--- config.mk ---
export PLATFORM = sky130hd
export DESIGN_NAME = data_memory
export DESIGN_NICKNAME = d
export VERILOG_FILES = /design/src/rtl/data_memory.sv
export SDC_FILE = /design/constraint.sdc
export NUM_CORES = 2
export LEC_CHECK = 0
export BUFFER_PORTS_ARGS = -buffer_cell sky130_fd_sc_hd__buf_2
export CORE_ASPECT_RATIO = 1.1
export CORE_MARGIN = 1
export CORE_UTILIZATION = 40
export CTS_BUF_LIST = sky130_fd_sc_hd__clkbuf_16
export CTS_CLUSTER_DIAMETER = 120
export DETAILED_ROUTE_END_ITERATION = 10
export GPL_TIMING_DRIVEN = 0
export HOLD_SLACK_MARGIN = 0.12
export PLACE_DENSITY = 0.53
export SETUP_SLACK_MARGIN = 0.15
export SYNTH_ARGS = -nofsm -noshare
export SYNTH_HDL_FRONTEND = slang
export SYNTH_SLANG_ARGS = --single-unit
export TNS_END_PERCENT = 100
--- constraint.sdc ---
create_clock -name CLK -period 4.4 [get_ports CLK]
set_clock_uncertainty 0.2 [all_clocks]
set_input_delay 0.66 -clock CLK [delete_from_list [all_inputs] [get_ports CLK]]
set_output_delay 0.66 -clock CLK [all_outputs]
set_load 0.02 [all_outputs]
--- src/rtl/data_memory.sv ---
// Multi-cycle data memory answering the CPU's BUSYWAIT stall handshake.
// Each access stalls for LATENCY cycles in BUSY, then releases the CPU for one DONE cycle.
module data_memory #(
   parameter int unsigned ADDR_WIDTH = 8,
   parameter int unsigned DATA_WIDTH = 8,
   parameter int unsigned LATENCY    = 5
) (
   input  logic                  CLK,
   input  logic                  RESET,
   input  logic                  READ,
   input  logic                  WRITE,
   input  logic [ADDR_WIDTH-1:0] ADDRESS,
   input  logic [DATA_WIDTH-1:0] WRITEDATA,
   output logic [DATA_WIDTH-1:0] READDATA,
   output logic                  BUSYWAIT
);

   localparam int unsigned DEPTH = 32'(1) << ADDR_WIDTH;
   localparam int unsigned CNT_W = 4;

   typedef enum logic [1:0] {
      S_IDLE,
      S_BUSY,
      S_DONE
   } state_e;

   state_e                  state_q, state_d;
   logic [CNT_W-1:0]        cnt_q, cnt_d;
   logic [ADDR_WIDTH-1:0]   addr_q, addr_d;
   logic [DATA_WIDTH-1:0]   wdata_q, wdata_d;
   logic [DATA_WIDTH-1:0]   rdata_q, rdata_d;
   logic                    is_wr_q, is_wr_d;
   logic                    mem_we;
   logic [DATA_WIDTH-1:0]   mem [DEPTH];

   // Next-state, access strobes and the stall output
   always_comb begin
      state_d  = state_q;
      cnt_d    = cnt_q;
      addr_d   = addr_q;
      wdata_d  = wdata_q;
      is_wr_d  = is_wr_q;
      rdata_d  = rdata_q;
      mem_we   = 1'b0;
      BUSYWAIT = 1'b0;

      unique case (state_q)
         S_IDLE: begin
            // Stall is raised in the request cycle itself
            BUSYWAIT = READ | WRITE;
            if (READ | WRITE) begin
               addr_d  = ADDRESS;
               wdata_d = WRITEDATA;
               is_wr_d = WRITE;
               cnt_d   = CNT_W'(LATENCY - 1);
               state_d = S_BUSY;
            end
         end
         S_BUSY: begin
            BUSYWAIT = 1'b1;
            if (cnt_q != '0) begin
               cnt_d = cnt_q - CNT_W'(1);
            end else begin
               if (is_wr_q) begin
                  mem_we = 1'b1;
               end else begin
                  rdata_d = mem[addr_q];
               end
               state_d = S_DONE;
            end
         end
         S_DONE: begin
            state_d = S_IDLE;
         end
         default: begin
            state_d = S_IDLE;
         end
      endcase

      if (RESET) begin
         BUSYWAIT = 1'b0;
      end
   end

   always_ff @(posedge CLK) begin
      if (RESET) begin
         state_q <= S_IDLE;
         cnt_q   <= '0;
         rdata_q <= '0;
      end else begin
         state_q <= state_d;
         cnt_q   <= cnt_d;
         rdata_q <= rdata_d;
      end
   end

   // Request capture registers; only consumed in BUSY, so no reset is needed
   always_ff @(posedge CLK) begin
      addr_q  <= addr_d;
      wdata_q <= wdata_d;
      is_wr_q <= is_wr_d;
   end

   // Array is never cleared; a reset on the completing edge drops the write
   always_ff @(posedge CLK) begin
      if (mem_we && !RESET) begin
         mem[addr_q] <= wdata_q;
      end
   end

   assign READDATA = rdata_q;

endmodule

==> out/results.txt <==
share of the yosys chip area belonging to registers - 77.2%
GR Layer Usage met1 - 39.3%
M2 GR Usage - 46.9%
post-synthesis compound-gate area fraction - 2.27%
FF-to-FF End - READDATA[1]
GRT Residual Overflow - 0
largest family of logic cells by synthesized area - multiplexers
maxcap violations - 0
Final Hold Viols - 0
Critical Path Start Type - flip-flop
Placed Area - 86500 µm²
later-pin clock latency in the skew report - 0.90 ns
Final Cycle Share - 105%
r2r startpoint - addr_q[7]
DR iter-0 viols - 7259
WHS Path Cells - 2
critical path type - reg -> reg
Most Crowded Layer GR - met2
Critical Path RT - 5.01 ns
slowest stage cell, crit path - nor2b_1
Synth-to-Final Area Change - 19.4%
asr flop ratio synth - 0%
clk sinks - 2079
GRT Total Usage - 30.4%
worst-path cell chain - buf_2, clkbuf_1, nor2b_1, nand4_1, a41o_1, a311oi_1
CP Capture Type - flip-flop
violated checks - negative setup slack
number of routed nets with antenna violations - 0
r2r setup slk - -0.21 ns
Remaining DRCs - 0
pwr dens - 485 nW/µm²
worst setup margin - -0.206 ns
Worst Hold Class - in -> reg
final hold slack - 0.275 ns
VDD IR max - 0.433 mV
Cell Count, Final, Fillers Out - 7019
Adder-Cell Fraction of Synth Area - 0.0155%
RSZ-0062 raised after global routing - yes
FF-to-FF path depth - 6
clk root buf - clkbuf_16
Via Count - 44700
Pleak - 30.1 nW
hold endpoint - addr_q[3]
Critical path buffers and inverters - 2
area fraction in and, or, nand and nor cells after synthesis - 3.24%
hold wc startpoint - ADDRESS[3]
synthesized cell area - 80700 µm²
slowest cell delay on critical path - 1.31 ns
FF+latch count, synth - 2079
Placeable Area - 200000 µm²
Inserted Clock Buffers - 207
initial antenna violation count - 11
count of cell types in the netlist - 64
row count - 172
slew margin rel. - 1.16%
synthesized area per cell - 21.1 µm²
CP delay by family, top - simple AND/OR/NAND/NOR gates
die width - 430 µm
first-pass GRT wire length - 405000 µm
number of flops mapped to enable cells by yosys - 2065
CP max FO - 10
Setup WS pre-CTS - -1.17 ns
XOR/XNOR Fraction of Synth Area - 0.0109%
WL/cell - 44.1 µm
status - complete, but fails checks
setup_tns - -0.271 ns
Chip Height - 473 µm
M3 GR Usage - 7.58%
Placed Instances - 6541
Yosys Warn Count - 0
Die ar. - 204000 µm²
fmax - 217 MHz
# IOs - 29
post-synthesis mux area share - 15.5%
Util after Layout - 48.1%
Data arrival, critical path - 5.22 ns
vias in the first global route - 43000
setup violators final - 5
design area - 96400 µm²
final WL - 310000 µm
Top FF cell, synth - edfxtp_1
nets - 4247
hpwl dp - 208000 µm
TritonCTS clock tree - yes
Pre-antenna DRT Iters - 8
Fillers - 16300
DR vias/cell - 6.37
Slew Viols, Final - 0
starting density of the core - 40.3%
total power - 46.7 mW
GP Congestion - 1.02
worst slew pin tran - 1.48 ns
largest net degree at the start of global routing - 35
Longest Clk Path Bufs - 3
CTS H-tree lvls - 4
clock transition at the registers of the reported paths - 0.06 ns
crit path time final - 4.61 ns
post-synthesis cell count - 3817
PortBufs - 28
Mapped Nets - 3838
share of cells above drive strength 1 - 32.3%
## cell type report
type	instances	area, µm²	area share, %
Buffer	228	1670	1.74
Antenna cell	4	10.0	0.0104
Clock inverter	181	1550	1.61
Inverter	7	28.8	0.0299
Clock buffer	207	5180	5.38
Multi-Input combinational cell	1502	18600	19.3
Sequential cell	2079	62300	64.6
Tap cell	2610	3270	3.39
Timing Repair Buffer	201	3760	3.90
## registers in the layout, indices dropped and copies added, names as in the netlist
signal and count:
state_q 2, cnt_q 4, mem 2048, is_wr_q 1, addr_q 8, READDATA 8
wdata_q 8
## cell families after synthesis
group,Yosys count
DFF,2079
muxes,642
and+or+nand+nor,614
AOI/OAI and AO/OA,244
buffers and inverters,236
xor gates and xnor gates,1
adders and majority gates,1
## what timing repair did
action / 4_1_cts / 5_1_grt
endpoints found under the setup margin: 2007 / 1490
buffers inserted: 44 / 24
pin swaps: 35 / 24
gates resized for setup: 478 / 66
endpoints found under the hold margin: 25 / 0
hold buffers: 19 / 0
## layer usage
metal	part of all wire (%)	vias to the layer above
li1	-	16800
met1	37	24200
met2	46	2979
met3	10	679
met4	6.6	4
met5	0.027	-
## cell usage in the layout (no fill, tap or decap), types with 36 or more instances in the layout
| cell | synthesis | routed |
|---|---|---|
| nor2_4 | 0 | 163 |
| buf_16 | 0 | 80 |
| buf_6 | 32 | 48 |
| a22oi_1 | 50 | 50 |
| nand3_1 | 61 | 60 |
| mux4_2 | 489 | 489 |
| inv_1 | 5 | 46 |
| clkinv_1 | 1 | 61 |
| nor2_2 | 0 | 77 |
| clkinv_2 | 0 | 36 |
| edfxtp_1 | 2065 | 2065 |
| clkbuf_16 | 0 | 207 |
| nor2_1 | 300 | 60 |
| clkbuf_1 | 77 | 39 |
| mux2i_1 | 151 | 149 |
| buf_12 | 0 | 52 |
| nand2_1 | 169 | 150 |
| buf_4 | 60 | 92 |
| buf_2 | 50 | 48 |
## worst max-delay path by stage
stage                          start          end  slack [ns]  cells after the start
after floorplan           wdata_q[0]    mem[0][0]        0.15                      0
after detailed placement   addr_q[2]  mem[228][7]       -1.17                      7
after CTS                  addr_q[0]   mem[61][6]       -0.01                     10
after global placement    wdata_q[6]   mem[12][6]       -3.72                      0
after global routing       addr_q[1]  mem[254][6]        0.01                     10
final                      addr_q[7]  READDATA[1]       -0.21                      6
## Yosys cell counts (4+ instances only)
library cell | n | area, µm²
o211ai_1 | 6 | 45.0
edfxtp_1 | 2065 | 62000
o22a_1 | 6 | 52.6
o21ai_0 | 16 | 80.1
a311oi_1 | 6 | 52.6
nand2_1 | 169 | 634
nor2b_1 | 15 | 93.8
a22oi_1 | 50 | 375
buf_4 | 60 | 450
nand3_1 | 61 | 305
a32oi_1 | 29 | 254
clkbuf_1 | 77 | 289
o22ai_1 | 31 | 194
inv_1 | 5 | 18.8
and2_1 | 5 | 31.3
nor2_1 | 300 | 1130
nand2b_1 | 5 | 31.3
buf_6 | 32 | 360
o21a_1 | 4 | 30.0
nor3_1 | 12 | 60.1
and3_1 | 6 | 37.5
buf_1 | 10 | 37.5
a22o_1 | 8 | 70.1
dfxtp_1 | 14 | 280
mux2i_1 | 151 | 1510
nand4_1 | 16 | 100
a221oi_1 | 16 | 140
or3_1 | 5 | 31.3
buf_2 | 50 | 250
a211oi_1 | 16 | 120
nor4_1 | 5 | 31.3
a21oi_1 | 11 | 55.1
o2111ai_1 | 9 | 78.8
a31oi_1 | 15 | 93.8
mux4_2 | 489 | 11000
## where the power goes
| group | leakage [nW] | internal (mW) | switching (mW) | total, mW |
|---|---|---|---|---|
| registers | 18.7 | 22.2 | 0.101 | 22.3 |
| clock network | 3.44 | 9.72 | 7.98 | 17.7 |
| logic | 8.02 | 2.05 | 4.61 | 6.67 |
Note: power is estimated with default switching activity, not from simulation.
